==> config.mk <==
export PLATFORM = sky130hd
export DESIGN_NAME = multicycle_ctrl
export DESIGN_NICKNAME = d
export VERILOG_FILES = /design/src/rtl/multicycle_ctrl.sv
export SDC_FILE = /design/constraint.sdc
export NUM_CORES = 1
export LEC_CHECK = 0
export CORE_AREA = 2 2 115 129
export DETAILED_ROUTE_END_ITERATION = 8
export DIE_AREA = 0 0 117 131
export GPL_ROUTABILITY_DRIVEN = 0
export GPL_TIMING_DRIVEN = 0
export PLACE_DENSITY = 0.57
export SETUP_SLACK_MARGIN = 0.15
export SLEW_MARGIN = 20
export SYNTH_ARGS = -nofsm -noshare
export SYNTH_HDL_FRONTEND = slang
export SYNTH_SLANG_ARGS = --single-unit
==> constraint.sdc <==
create_clock -name clk -period 2.1 [get_ports clk]
set_input_delay 0.21 -clock clk [delete_from_list [all_inputs] [get_ports clk]]
set_output_delay 0.21 -clock clk [all_outputs]
set_load 0.05 [all_outputs]
==> src/rtl/multicycle_ctrl.sv <==
// Multi-cycle control unit: sequences FETCH/DECODE/EXEC/MEM/WB with
// valid/ack handshakes, decodes RV64I (or RV32I), counts retired
// instructions and halts on ebreak, illegal instruction or bus timeout.
module multicycle_ctrl #(
  parameter int unsigned XLEN    = 64,
  parameter int unsigned TIMEOUT = 255,
  parameter int unsigned CNT_W   = 32
) (
  input  logic             clk,
  input  logic             rst,
  output logic             ifetch_req,
  input  logic             ifetch_ack,
  input  logic [31:0]      ifetch_data,
  output logic             dmem_req,
  output logic             dmem_we,
  output logic [1:0]       dmem_size,
  output logic             dmem_unsigned,
  input  logic             dmem_ack,
  input  logic             br_taken,
  output logic [31:0]      ir,
  output logic [3:0]       alu_op,
  output logic             word_op,
  output logic [2:0]       ext_op,
  output logic             alu_a_sel,
  output logic [1:0]       alu_b_sel,
  output logic             wb_sel,
  output logic [1:0]       branch,
  output logic             reg_wr,
  output logic             pc_wr,
  output logic             pc_sel,
  output logic             halt,
  output logic [1:0]       halt_cause,
  output logic [CNT_W-1:0] instret
);

  localparam int unsigned TMO_W = $clog2(TIMEOUT + 1);
  localparam bit          RV64  = (XLEN == 64);

  localparam logic [1:0] CAUSE_EBREAK  = 2'd0;
  localparam logic [1:0] CAUSE_ILLEGAL = 2'd1;
  localparam logic [1:0] CAUSE_TIMEOUT = 2'd2;

  typedef enum logic [2:0] {
    S_FETCH  = 3'd0,
    S_DECODE = 3'd1,
    S_EXEC   = 3'd2,
    S_MEM    = 3'd3,
    S_WB     = 3'd4,
    S_HALT   = 3'd5
  } state_t;

  state_t             state;
  state_t             state_nxt;
  logic [1:0]         cause_nxt;
  logic [TMO_W-1:0]   tmo_cnt;
  logic               br_q;
  logic               illegal;
  logic               is_ebreak;
  logic               is_mem;
  logic               wr_en;

  logic [6:0] opcode;
  logic [2:0] f3;
  logic [6:0] f7;
  assign opcode = ir[6:0];
  assign f3     = ir[14:12];
  assign f7     = ir[31:25];

  // Map funct3 (plus the alternate bit ir[30]) to the ALU operation code.
  function automatic logic [3:0] f3_op(input logic [2:0] fn, input logic alt);
    case (fn)
      3'd0:    f3_op = alt ? 4'd2 : 4'd0;
      3'd1:    f3_op = 4'd3;
      3'd2:    f3_op = 4'd9;
      3'd3:    f3_op = 4'd10;
      3'd4:    f3_op = 4'd6;
      3'd5:    f3_op = alt ? 4'd5 : 4'd4;
      3'd6:    f3_op = 4'd7;
      default: f3_op = 4'd8;
    endcase
  endfunction

  // Combinational instruction decode from the latched instruction.
  always_comb begin
    alu_op        = 4'd0;
    word_op       = 1'b0;
    ext_op        = 3'd0;
    alu_a_sel     = 1'b1;
    alu_b_sel     = 2'd0;
    wb_sel        = 1'b0;
    branch        = 2'd0;
    dmem_we       = 1'b0;
    dmem_size     = ir[13:12];
    dmem_unsigned = 1'b0;
    illegal       = 1'b0;
    is_ebreak     = 1'b0;
    is_mem        = 1'b0;
    wr_en         = 1'b0;
    case (opcode)
      7'b0110111: begin // lui
        alu_op = 4'd1; ext_op = 3'd5; wr_en = 1'b1;
      end
      7'b0010111: begin // auipc
        alu_a_sel = 1'b0; ext_op = 3'd5; wr_en = 1'b1;
      end
      7'b1101111: begin // jal: ALU forms the link PC+4
        alu_a_sel = 1'b0; alu_b_sel = 2'd2; ext_op = 3'd6;
        branch = 2'd1; wr_en = 1'b1;
      end
      7'b1100111: begin // jalr
        alu_a_sel = 1'b0; alu_b_sel = 2'd2; ext_op = 3'd2;
        branch = 2'd2; wr_en = 1'b1;
        if (f3 != 3'd0) illegal = 1'b1;
      end
      7'b1100011: begin // conditional branch; comparison is external
        alu_op = 4'd2; alu_b_sel = 2'd1; ext_op = 3'd4; branch = 2'd3;
        if (f3 == 3'd2 || f3 == 3'd3) illegal = 1'b1;
      end
      7'b0000011: begin // loads
        ext_op = 3'd2; wb_sel = 1'b1; is_mem = 1'b1; wr_en = 1'b1;
        dmem_unsigned = ir[14];
        if (f3 == 3'd7 || ((f3 == 3'd3 || f3 == 3'd6) && !RV64)) illegal = 1'b1;
      end
      7'b0100011: begin // stores
        ext_op = 3'd3; dmem_we = 1'b1; is_mem = 1'b1;
        if (f3[2] || (f3 == 3'd3 && !RV64)) illegal = 1'b1;
      end
      7'b0010011: begin // op-imm; shifts carry a 6-bit shamt on RV64
        ext_op = 3'd2; wr_en = 1'b1;
        alu_op = f3_op(f3, (f3 == 3'd5) && ir[30]);
        if (f3 == 3'd1 &&
            (ir[31:26] != 6'b000000 || (!RV64 && ir[25]))) illegal = 1'b1;
        if (f3 == 3'd5 &&
            ((ir[31:26] != 6'b000000 && ir[31:26] != 6'b010000) ||
             (!RV64 && ir[25]))) illegal = 1'b1;
      end
      7'b0011011: begin // op-imm-32 (*W immediates)
        ext_op = 3'd2; wr_en = 1'b1; word_op = 1'b1;
        alu_op = f3_op(f3, (f3 == 3'd5) && ir[30]);
        case (f3)
          3'd0:    ;
          3'd1:    if (f7 != 7'b0000000) illegal = 1'b1;
          3'd5:    if (f7 != 7'b0000000 && f7 != 7'b0100000) illegal = 1'b1;
          default: illegal = 1'b1;
        endcase
        if (!RV64) illegal = 1'b1;
      end
      7'b0110011: begin // register-register
        ext_op = 3'd1; alu_b_sel = 2'd1; wr_en = 1'b1;
        alu_op = f3_op(f3, ir[30]);
        if (!(f7 == 7'b0000000 ||
              (f7 == 7'b0100000 && (f3 == 3'd0 || f3 == 3'd5)))) illegal = 1'b1;
      end
      7'b0111011: begin // op-32 (*W register ops)
        ext_op = 3'd1; alu_b_sel = 2'd1; wr_en = 1'b1; word_op = 1'b1;
        alu_op = f3_op(f3, ir[30]);
        if (!((f7 == 7'b0000000 && (f3 == 3'd0 || f3 == 3'd1 || f3 == 3'd5)) ||
              (f7 == 7'b0100000 && (f3 == 3'd0 || f3 == 3'd5)))) illegal = 1'b1;
        if (!RV64) illegal = 1'b1;
      end
      7'b0001111: begin // fence / fence.i as no-ops
        if (f3[2:1] != 2'b00) illegal = 1'b1;
      end
      7'b1110011: begin // ecall is a no-op, ebreak halts
        if (ir == 32'h0010_0073)      is_ebreak = 1'b1;
        else if (ir != 32'h0000_0073) illegal   = 1'b1;
      end
      default: illegal = 1'b1;
    endcase
  end

  // State register.
  always_ff @(posedge clk or posedge rst) begin
    if (rst) state <= S_FETCH;
    else     state <= state_nxt;
  end

  // Next-state logic, including the halt cause captured on entry to HALT.
  always_comb begin
    state_nxt = state;
    cause_nxt = CAUSE_EBREAK;
    case (state)
      S_FETCH: begin
        if (ifetch_ack) state_nxt = S_DECODE;
        else if (tmo_cnt == TMO_W'(TIMEOUT)) begin
          state_nxt = S_HALT; cause_nxt = CAUSE_TIMEOUT;
        end
      end
      S_DECODE: begin
        if (illegal) begin
          state_nxt = S_HALT; cause_nxt = CAUSE_ILLEGAL;
        end else if (is_ebreak) begin
          state_nxt = S_HALT; cause_nxt = CAUSE_EBREAK;
        end else state_nxt = S_EXEC;
      end
      S_EXEC: state_nxt = is_mem ? S_MEM : S_WB;
      S_MEM: begin
        if (dmem_ack) state_nxt = S_WB;
        else if (tmo_cnt == TMO_W'(TIMEOUT)) begin
          state_nxt = S_HALT; cause_nxt = CAUSE_TIMEOUT;
        end
      end
      S_WB:    state_nxt = S_FETCH;
      S_HALT:  state_nxt = S_HALT;
      default: state_nxt = S_FETCH;
    endcase
  end

  // Requests and strobes; requests drop asynchronously while in reset.
  always_comb begin
    ifetch_req = (state == S_FETCH) && !rst;
    dmem_req   = (state == S_MEM) && !rst;
    reg_wr     = (state == S_WB) && wr_en;
    pc_wr      = (state == S_WB);
    pc_sel     = (state == S_WB) &&
                 (branch == 2'd1 || branch == 2'd2 || (branch == 2'd3 && br_q));
    halt       = (state == S_HALT);
  end

  // Instruction register, retire counter, timeout counter, branch latch, halt cause.
  always_ff @(posedge clk or posedge rst) begin
    if (rst) begin
      ir         <= '0;
      instret    <= '0;
      tmo_cnt    <= '0;
      br_q       <= 1'b0;
      halt_cause <= CAUSE_EBREAK;
    end else begin
      if (state == S_FETCH && ifetch_ack) ir <= ifetch_data;
      if (state == S_WB) instret <= instret + CNT_W'(1);
      if (state == S_EXEC && branch == 2'd3) br_q <= br_taken;
      if (state_nxt != state) tmo_cnt <= '0;
      else if ((state == S_FETCH && !ifetch_ack) || (state == S_MEM && !dmem_ack))
        tmo_cnt <= tmo_cnt + TMO_W'(1);
      if (state_nxt == S_HALT && state != S_HALT) halt_cause <= cause_nxt;
    end
  end

endmodule

* Word-level counts from Yosys, hierarchy flattened *
Index checks and enable logic that the tools add are counted.

word-level totals
  register bits after elaboration = 78
  latch bits = 0
  bits in writable memories = 0
  memory bits (read-only) = 0
  bits of input ports = 37
  output and inout bits = 90
  word-level logic and storage cells = 141
  memories = 0

operators by class
  add/sub/neg operators = 2
  multiply operators = 0
  div/mod/pow operators = 0
  order comparisons = 0
  eq/ne operators = 37
  shift-type cells = 0
  multiplexer cells = 48
  bitwise gates (word level) = 0
  reductions and logical operators = 48

operators with widths
  operator               number
  $pmux 4 s7             2
  $eq 7x6->1 const B     5
  $add 32x1->32 const B  1
  $eq 32x21->1 const B   1
  $ne 32x7->1 const B    1
  $eq 7x7->1 const B     4
  $mux 1                 25
  $eq 3x3->1 const B     7
  $eq 7x5->1 const B     3
  $mux 3                 6
  $pmux 3 s6             1
  $logic_and 1x1->1      17
  $mux 8                 2
  $pmux 4 s4             1
  $pmux 3 s5             1
  $eq 3x2->1 const B     4
  $pmux 2 s3             2
  $reduce_or 2->1        6
  $pmux 1 s11            1
  $mux 2                 5
  $logic_or 1x1->1       9
  $reduce_or 3->1        3
  $reduce_or 9->1        1
  $add 8x1->8 const B    1
  other kinds (20)       26

* Longest topological paths before layout *
Gate-level depths: netlist (run 1).

  depth after elaboration = 11
  depth in mapped cells = 8
  mapped depth without buffers = 6

* Worst setup path before layout (run 1) *
Ideal clock, no wire load.

  path kind = register to output
  start = reg ir[6]
  end = out pc_sel
  data arrival time = 3,616 ps
  required time = 1,890 ps
  slack = -1,726 ps
  cell stages (with the launch flop) = 8
  buffers on the path = 2
  cells stage by stage = dfrtp_1 -> clkbuf_1 -> clkbuf_1 -> nand3b_1 -> nor3_1 -> ha_1 -> a21oi_1 -> nor2b_1

between the ends
  longest elaborated chain between the ends = 6
  elaborated cells on any way between the ends = 11
  classes of those cells = 6 x eq/ne; 1 x mux; 4 x reduce/logical

RTL lines
  element                                                       line  source
  start, declared                                               20    output logic [31:0] ir,
  start signal, assigned                                        229   if (state == S_FETCH && ifetch_ack) ir <= ifetch_data;
  $eq 7x7->1                                                    99    case (opcode)
  $pmux 2 s3 *                                                  99
  named net branch[0]                                           27    output logic [1:0] branch,
  $eq 2x1->1 / $eq 2x2->1 (equally long branches)               216   (branch == 2'd1 || branch == 2'd2 || (branch == 2'd3 && br_q));
  $logic_or 1x1->1 / $logic_and 1x1->1 (equally long branches)  216
  $logic_or 1x1->1 *                                            216
  $logic_and 1x1->1 *                                           215   pc_sel = (state == S_WB) &&
  end, declared                                                 30    output logic pc_sel,

Mark *: on every way through the listed nets, which the timed path passes. The rest lies on a longest branch.

* Final worst setup path (run 1) *
  start = reg ir[4]
  end = out pc_sel

between the ends
  longest elaborated chain between the ends = 6
  elaborated cells on any way between the ends = 11
  classes of those cells = 6 x eq/ne; 1 x mux; 4 x reduce/logical

RTL lines
  element                                                       line
  $eq 7x7->1                                                    99
  $pmux 2 s3 *                                                  99
  $eq 2x1->1 / $eq 2x2->1 (equally long branches)               216
  $logic_or 1x1->1 / $logic_and 1x1->1 (equally long branches)  216
  $logic_or 1x1->1 *                                            216
  $logic_and 1x1->1 *                                           215

Mark *: on every way between the ends. The rest lies on a longest branch, timed or not.

==> qor.yml, run 1 <==
outcome:
  outcome: "complete, but fails checks"
  failed_checks: "negative setup slack"
setup_path:
  crit_fanout: 5
  critPathArrivalTime_ns: 2.06
  path_class: "flop to output pin"
  required_ns: 1.89
  cp-end-kind: "output pin"
  start_kind: "flop"
yosys:
  synth_area_leaders: "dfrtp_1 (47%), mux2_2 (7.1%), xnor2_1 (5.1%), nor2_1 (3.3%), xor2_1 (3.2%)"
  syn_area_mm2: 0.00413
  yosysMostFrequentCell: "dfrtp_1"
  synthCells: 404
  synth_seq_area_share_pct: 47.2
  synth-simple-area-share_pct: 22.5
  ys_ff_latch: 78
  synth_xor_area_share_pct: 8.27
  syn_nets: 444
  synth_top_area_share_pct: 47.2
  ys_dominant_reg_cell: "dfrtp_1"
  synthTopCellsByCount: "dfrtp_1 (78), nor2_1 (36), mux2_2 (26)"
  synth_edf_count: 0
  ys_types: 58
  synthAdderAreaFrac_pct: 0.909
  synth_top_family_by_area: "simple AND/OR/NAND/NOR gates"
  synthMuxAreaShare_pct: 8.42
  synth_compound_area_share_pct: 9.24
  async_reset_ff_share_pct: 100
  yosysWarningCount: 0
  syn_avg_cell_area_um2: 10.2
  synth.largest_area_cell: "dfrtp_1"
flow_run:
  maxCapViolCount: 0
routing:
  drc: 0
  ant_nets: 0
  via_count: 3865
  dr.pass1.iters: 4
  drt-initial-drc-count: 184
  wl_per_cell_um: 16.4
  viasPerCell: 4.83
  finalWirelength_um: 13200
sta:
  fin_crit_sh_pct: 108
  fin_skew_ns: 0.00474
  fin_crit_ns: 2.27
  setup_viol: 3
  worst_pin_slew_ns: 0.542
  drv_slew: 0
  hold_viol: 0
  clock.fmax_mhz: 441
  slew_headroom_pct: 63.8
  whs_ns: 0.315
  grt_setup_unrepaired: "yes"
  fin_ws_ns: -0.166
placed_design:
  portBuffers: 126
  dpl.hpwl_um: 8820
  post-place-ws_ns: -0.743
global_route:
  grt_pass1_wl_um: 19700
  grt_overflow: 0
  grt_pass1_vias: 3841
  grt_max_degree: 34
  grtUsageTotal_pct: 16.7
  antenna_found_initial: 0
layout:
  area_delta_synth_final_pct: 72.2
  n_fill_cell: 1290
  layout-drive-gt1-share_pct: 38.6
  finalNetCount: 645
  antennaDiodeCount: 0
pwr:
  swShare_pct: 26.1
  power_density_mw_per_mm2: 516
  leakage_nw: 3.06
  p_switching_mw: 0.957
  peakVddDrop_v: 0.000314
  seqPwrFrac_pct: 43.0
  combinationalPowerShare_pct: 16.7
  power.internal_mw: 2.71
  clkPwrFrac_pct: 40.4
floorplan:
  pin_count: 127
  die_w_um: 117
  start_util_pct: 29.3
  die-height_um: 131
  coreArea_mm2: 0.0141
  die-area_mm2: 0.0153
  rows: 46
cts:
  cts_tree: "built"
  cts.htree.levels: 3
  clk_pin_slew_worst_paths_ns: 0.06
  worstSkewPairLatency_ns: 0.33
  cts_inserted_buffers: 9
  cts.sink_count: 78
  cts_root_buf: "clkbuf_16"
  cts_hold_buf: 0
  clockBufferDepth: 2
hold_path:
  min_path_type: "primary input to async pin"
## final timing paths
path / start / end / slack, ns / cells after the start
min in group clk: ifetch_data[6] / ir[6] / 0.44 / 3
max in group asynchronous: rst / ir[15] / 1.06 / 4
worst min register to register: instret[31] / instret[31] / 0.47 / 1
worst min-delay path: rst / br_q / 0.32 / 2
worst max-delay path: ir[4] / pc_sel / -0.17 / 8
worst max register to register: ir[12] / halt_cause[1] / -0.04 / 7
## power groups by stage
| stage | combinational, mW | sequential (mW) | clock [mW] |
|---|---|---|---|
| after floorplan | 0.171 | 1.71 | 0 |
| after global placement | 0.468 | 1.60 | 0 |
| after detailed placement | 0.480 | 1.60 | 0 |
| after CTS | 0.556 | 1.57 | 1.53 |
| after global routing | 0.642 | 1.58 | 1.61 |
| final | 0.611 | 1.58 | 1.48 |
## sequential cells by signal (all words and copies together), names as in the netlist
| register | flops |
|---|---|
| instret | 32 |
| ir | 32 |
| halt_cause | 2 |
| state | 3 |
| br_q | 1 |
| tmo_cnt | 8 |
## worst max-delay path, stage by stage (launching register included)
cell	delay [ns]
dfrtp_2	0.41
clkbuf_8	0.15
nand3b_1	0.22
buf_6	0.17
nor3_4	0.21
ha_4	0.25
a21oi_4	0.13
nor2b_4	0.05
buf_6	0.14
## per-stage QoR
step	util [%]	cells	area, µm²	TNS, ns	total power, mW
after floorplan	-	404	4300	-1.06	1.88
after global placement	41.1	722	5800	-16.28	2.07
after detailed placement	41.4	724	5840	-13.74	2.08
after CTS	47.5	784	6700	-0.283	3.66
after global routing	50.5	801	7110	-0.553	3.83
final	50.5	801	7110	-0.289	3.67
## metal layers
metal	vias to the layer above	track usage, %	share of wire, %	wire length, µm
met4	0	5.26	1.8	239
met5	-	0	0	0
li1	1841	-	-	-
met2	134	25.7	48	6330
met1	1867	22.6	44	5730
met3	23	4.89	6.5	855
## area by class of cell
class                      count  area (µm²)  area share (%)
clock inverter                 2        16.3           0.229
clock buffer                  13         270            3.80
buffer                        22         265            3.73
timing repair buffer         190        1820            25.6
tap                          192         240            3.38
multi-input combinational    294        2490            35.0
sequential                    78        1960            27.6
inverter                      10        47.5           0.668
## kinds of logic after synthesis
kind of cell	after synthesis
and+or+nand+nor	162
DFF	78
AOI/OAI and AO/OA	59
xor gates and xnor gates	39
buffers and inverters	32
muxes	31
adders and majority gates	3
## layout by cell type (no fill, tap or decap), types with 12 or more instances in the layout
master	n
buf_6	23
buf_4	61
nand3_1	14
clkbuf_16	12
nand2_1	21
dfrtp_1	68
nor2_1	25
xor2_1	15
xnor2_1	23
mux2_2	26
clkdlybuf4s50_1	103
## repair_timing
item / in CTS / in global routing
resized for setup: 183 / 88
pin swaps: 19 / 26
setup buffers: 45 / 17
endpoints found under the setup margin: 85 / 63
(Power assumes the default switching activity.)
==> inputs of run 2 (changes only) <==
--- a/config.mk
+++ b/config.mk
@@ -12,6 +12,7 @@
 export GPL_TIMING_DRIVEN = 0
 export PLACE_DENSITY = 0.57
 export SETUP_SLACK_MARGIN = 0.15
+export SKIP_LAST_GASP = 1
 export SLEW_MARGIN = 20
 export SYNTH_ARGS = -nofsm -noshare
 export SYNTH_HDL_FRONTEND = slang
==> run 2 against run 1 <==
Hold slack better by 0.0070 ns. Cell area down 0.76%. Largest cell class unchanged. Setup slack better by 0.018 ns. Total power about the same. The run still ends with negative setup slack left. Die area unchanged. Critical endpoint unchanged.
==> qor.yml, run 2 (synthesis gave the netlist of run 1 again) <==
sta:
  hold_viol: 0  # unchanged
  whs_ns: 0.322  # +0.00699 ns
  fin_ws_ns: -0.148  # +0.0178 ns
  fin_skew_ns: 0.00472  # -0.0000150 ns
  fin_crit_ns: 2.25  # -0.0178 ns
  clock.fmax_mhz: 445  # +0.79%
  final.setup.tns_ns: -0.264  # +0.0254 ns
  fin_crit_sh_pct: 107  # -0.85 points
  grt_setup_unrepaired: "yes"
  setup_viol: 3  # unchanged
  drv_slew: 0  # unchanged
  slew_headroom_pct: 63.8  # unchanged
  worst_pin_slew_ns: 0.542  # unchanged
setup_path:
  crit_fanout: 5  # unchanged
  critPathLaunch: "ir[4]"
  required_ns: 1.89  # about the same
  crit_top_cell: "buf_6"
  critPathSlowestCell: "dfrtp_2"
  crit_chain: "clkbuf_8 -> nand3b_1 -> buf_6 -> nor3_4 -> ha_4 -> a21oi_4 -> nor2b_4 -> buf_6"
  cp-end-kind: "output pin"
  r2r_slack_ns: -0.03  # about the same
  critPathMaxStageDelay_ns: 0.40  # about the same
  critPathArrivalTime_ns: 2.04  # -0.02 ns
  rr_startpoint: "ir[14]"
  start_kind: "flop"
  path_class: "flop to output pin"
routing:
  dr.pass1.iters: 4  # unchanged
  ant_nets: 0  # unchanged
  drt-initial-drc-count: 136  # -26%
  drc: 0  # unchanged
  finalWirelength_um: 13100  # -0.41%
  viasPerCell: 4.90  # +1.6%
  via_count: 3925  # +1.6%
  wl_per_cell_um: 16.3  # -0.41%
cts:
  worstSkewPairLatency_ns: 0.33  # about the same
  clockBufferDepth: 2  # unchanged
  cts_hold_buf: 0  # unchanged
  cts_tree: "built"
  cts_inserted_buffers: 9  # unchanged
  cts.sink_count: 78  # unchanged
  clk_pin_slew_worst_paths_ns: 0.06  # about the same
  cts.htree.levels: 3  # unchanged
  cts_root_buf: "clkbuf_16"
layout:
  area_delta_synth_final_pct: 70.9
  design_area_mm2: 0.00706  # -0.76%
  layout_common_cells: "clkdlybuf4s50_1 (104), dfrtp_1 (68), buf_4 (64), nor2_1 (31), mux2_2 (26)"
  reg_top3: "instret (32), ir (32), tmo_cnt (8)"
  multi_input_area_mm2: 0.00245  # -1.8%
  layout-drive-gt1-share_pct: 36.9  # -1.6 points
  final_common_cell: "clkdlybuf4s50_1"
  n_fill_cell: 1288  # -0.16%
  seqCellArea_mm2: 0.00196  # unchanged
  antennaDiodeCount: 0  # unchanged
  fin_util_pct: 50.1  # -0.38 points
  finalNetCount: 645  # unchanged
floorplan:
  start_util_pct: 29.3  # unchanged
  die-area_mm2: 0.0153  # unchanged
  pin_count: 127  # unchanged
  rows: 46  # unchanged
  die_w_um: 117  # unchanged
  die-height_um: 131  # unchanged
  coreArea_mm2: 0.0141  # unchanged
pwr:
  clkPwrFrac_pct: 40.5  # about the same
  leakage_nw: 3.02  # -1.1%
  power_density_mw_per_mm2: 520  # +0.78%
  p_switching_mw: 0.958  # +0.18%
  peakVddDrop_v: 0.000315  # +0.33%
  power.internal_mw: 2.71  # about the same
  finalPower_mw: 3.67  # about the same
  swShare_pct: 26.1  # +0.041 points
  combinationalPowerShare_pct: 16.6  # about the same
  seqPwrFrac_pct: 42.9  # about the same
global_route:
  grtUsageTotal_pct: 16.7  # +0.029 points
  antenna_found_initial: 0  # unchanged
  grt_max_degree: 34  # unchanged
  grt_pass1_wl_um: 19800  # +0.14%
  grt_pass1_vias: 3859  # +0.47%
  grt_overflow: 0  # unchanged
placed_design:
  placed_cell_area_mm2: 0.00584  # unchanged
  dpl.hpwl_um: 8820  # unchanged
  portBuffers: 126  # unchanged
outcome:
  outcome: "complete, but fails checks"
  failed_checks: "negative setup slack"
flow_run:
  maxCapViolCount: 0  # unchanged
hold_path:
  min_path_type: "primary input to async pin"
-- run 2: final timing paths --
kind	end	depth (start not counted)
worst min register to register	instret[31]	1
worst max-delay path	pc_sel	8
min in group clk	ir[6]	3
max in group asynchronous	ir[15]	4
worst min-delay path	br_q	2
worst max register to register	halt_cause[1]	7
-- run 2: worst max-delay path, delay by kind of cell (launching register included) --
family	cells	cell delay (ns)
AOI/OAI and AO/OA	1	0.13
DFF	1	0.40
buffers and inverters	3	0.46
adders and majority gates	1	0.25
and+or+nand+nor	3	0.47
-- run 2: power by group through the flow --
stage / Clock (mW) / Combinational (mW) / Sequential (mW)
2_1_floorplan: 0 / 0.171 / 1.71
3_3_place_gp: 0 / 0.468 / 1.60
3_5_place_dp: 0 / 0.480 / 1.60
4_1_cts: 1.53 / 0.555 / 1.57
5_1_grt: 1.61 / 0.641 / 1.58
6_report: 1.49 / 0.608 / 1.58
-- run 2: final cells by class --
cell class | instances | share of cell area [%]
sequential | 78 | 27.8
timing repair buffer | 190 | 25.6
tap | 192 | 3.40
inverter | 10 | 0.673
buffer | 22 | 3.76
clock inverter | 2 | 0.230
clock buffer | 13 | 3.83
multi-input combinational | 294 | 34.7
-- run 2: metal layers --
layer  GRT usage (%)  part of all wire, %  routed length [µm]
met4            5.05                  1.9                 244
met2            26.1                   48                6310
met5               0                    0                   0
met1            22.4                   43                5630
met3            4.98                  6.9                 905
-- run 2: metrics by stage --
stage	std cells	setup WS, ns
global placement	722	-0.721
finish	801	-0.148
CTS	784	-0.125
detailed placement	724	-0.743
global route	801	-0.196
floorplan	404	-0.373
-- run 2: what timing repair did --
| action | in CTS | in global routing |
|---|---|---|
| buffers inserted | 45 | 17 |
| endpoints found under the setup margin | 85 | 73 |
| resized for setup | 178 | 75 |
| pin swaps | 19 | 18 |
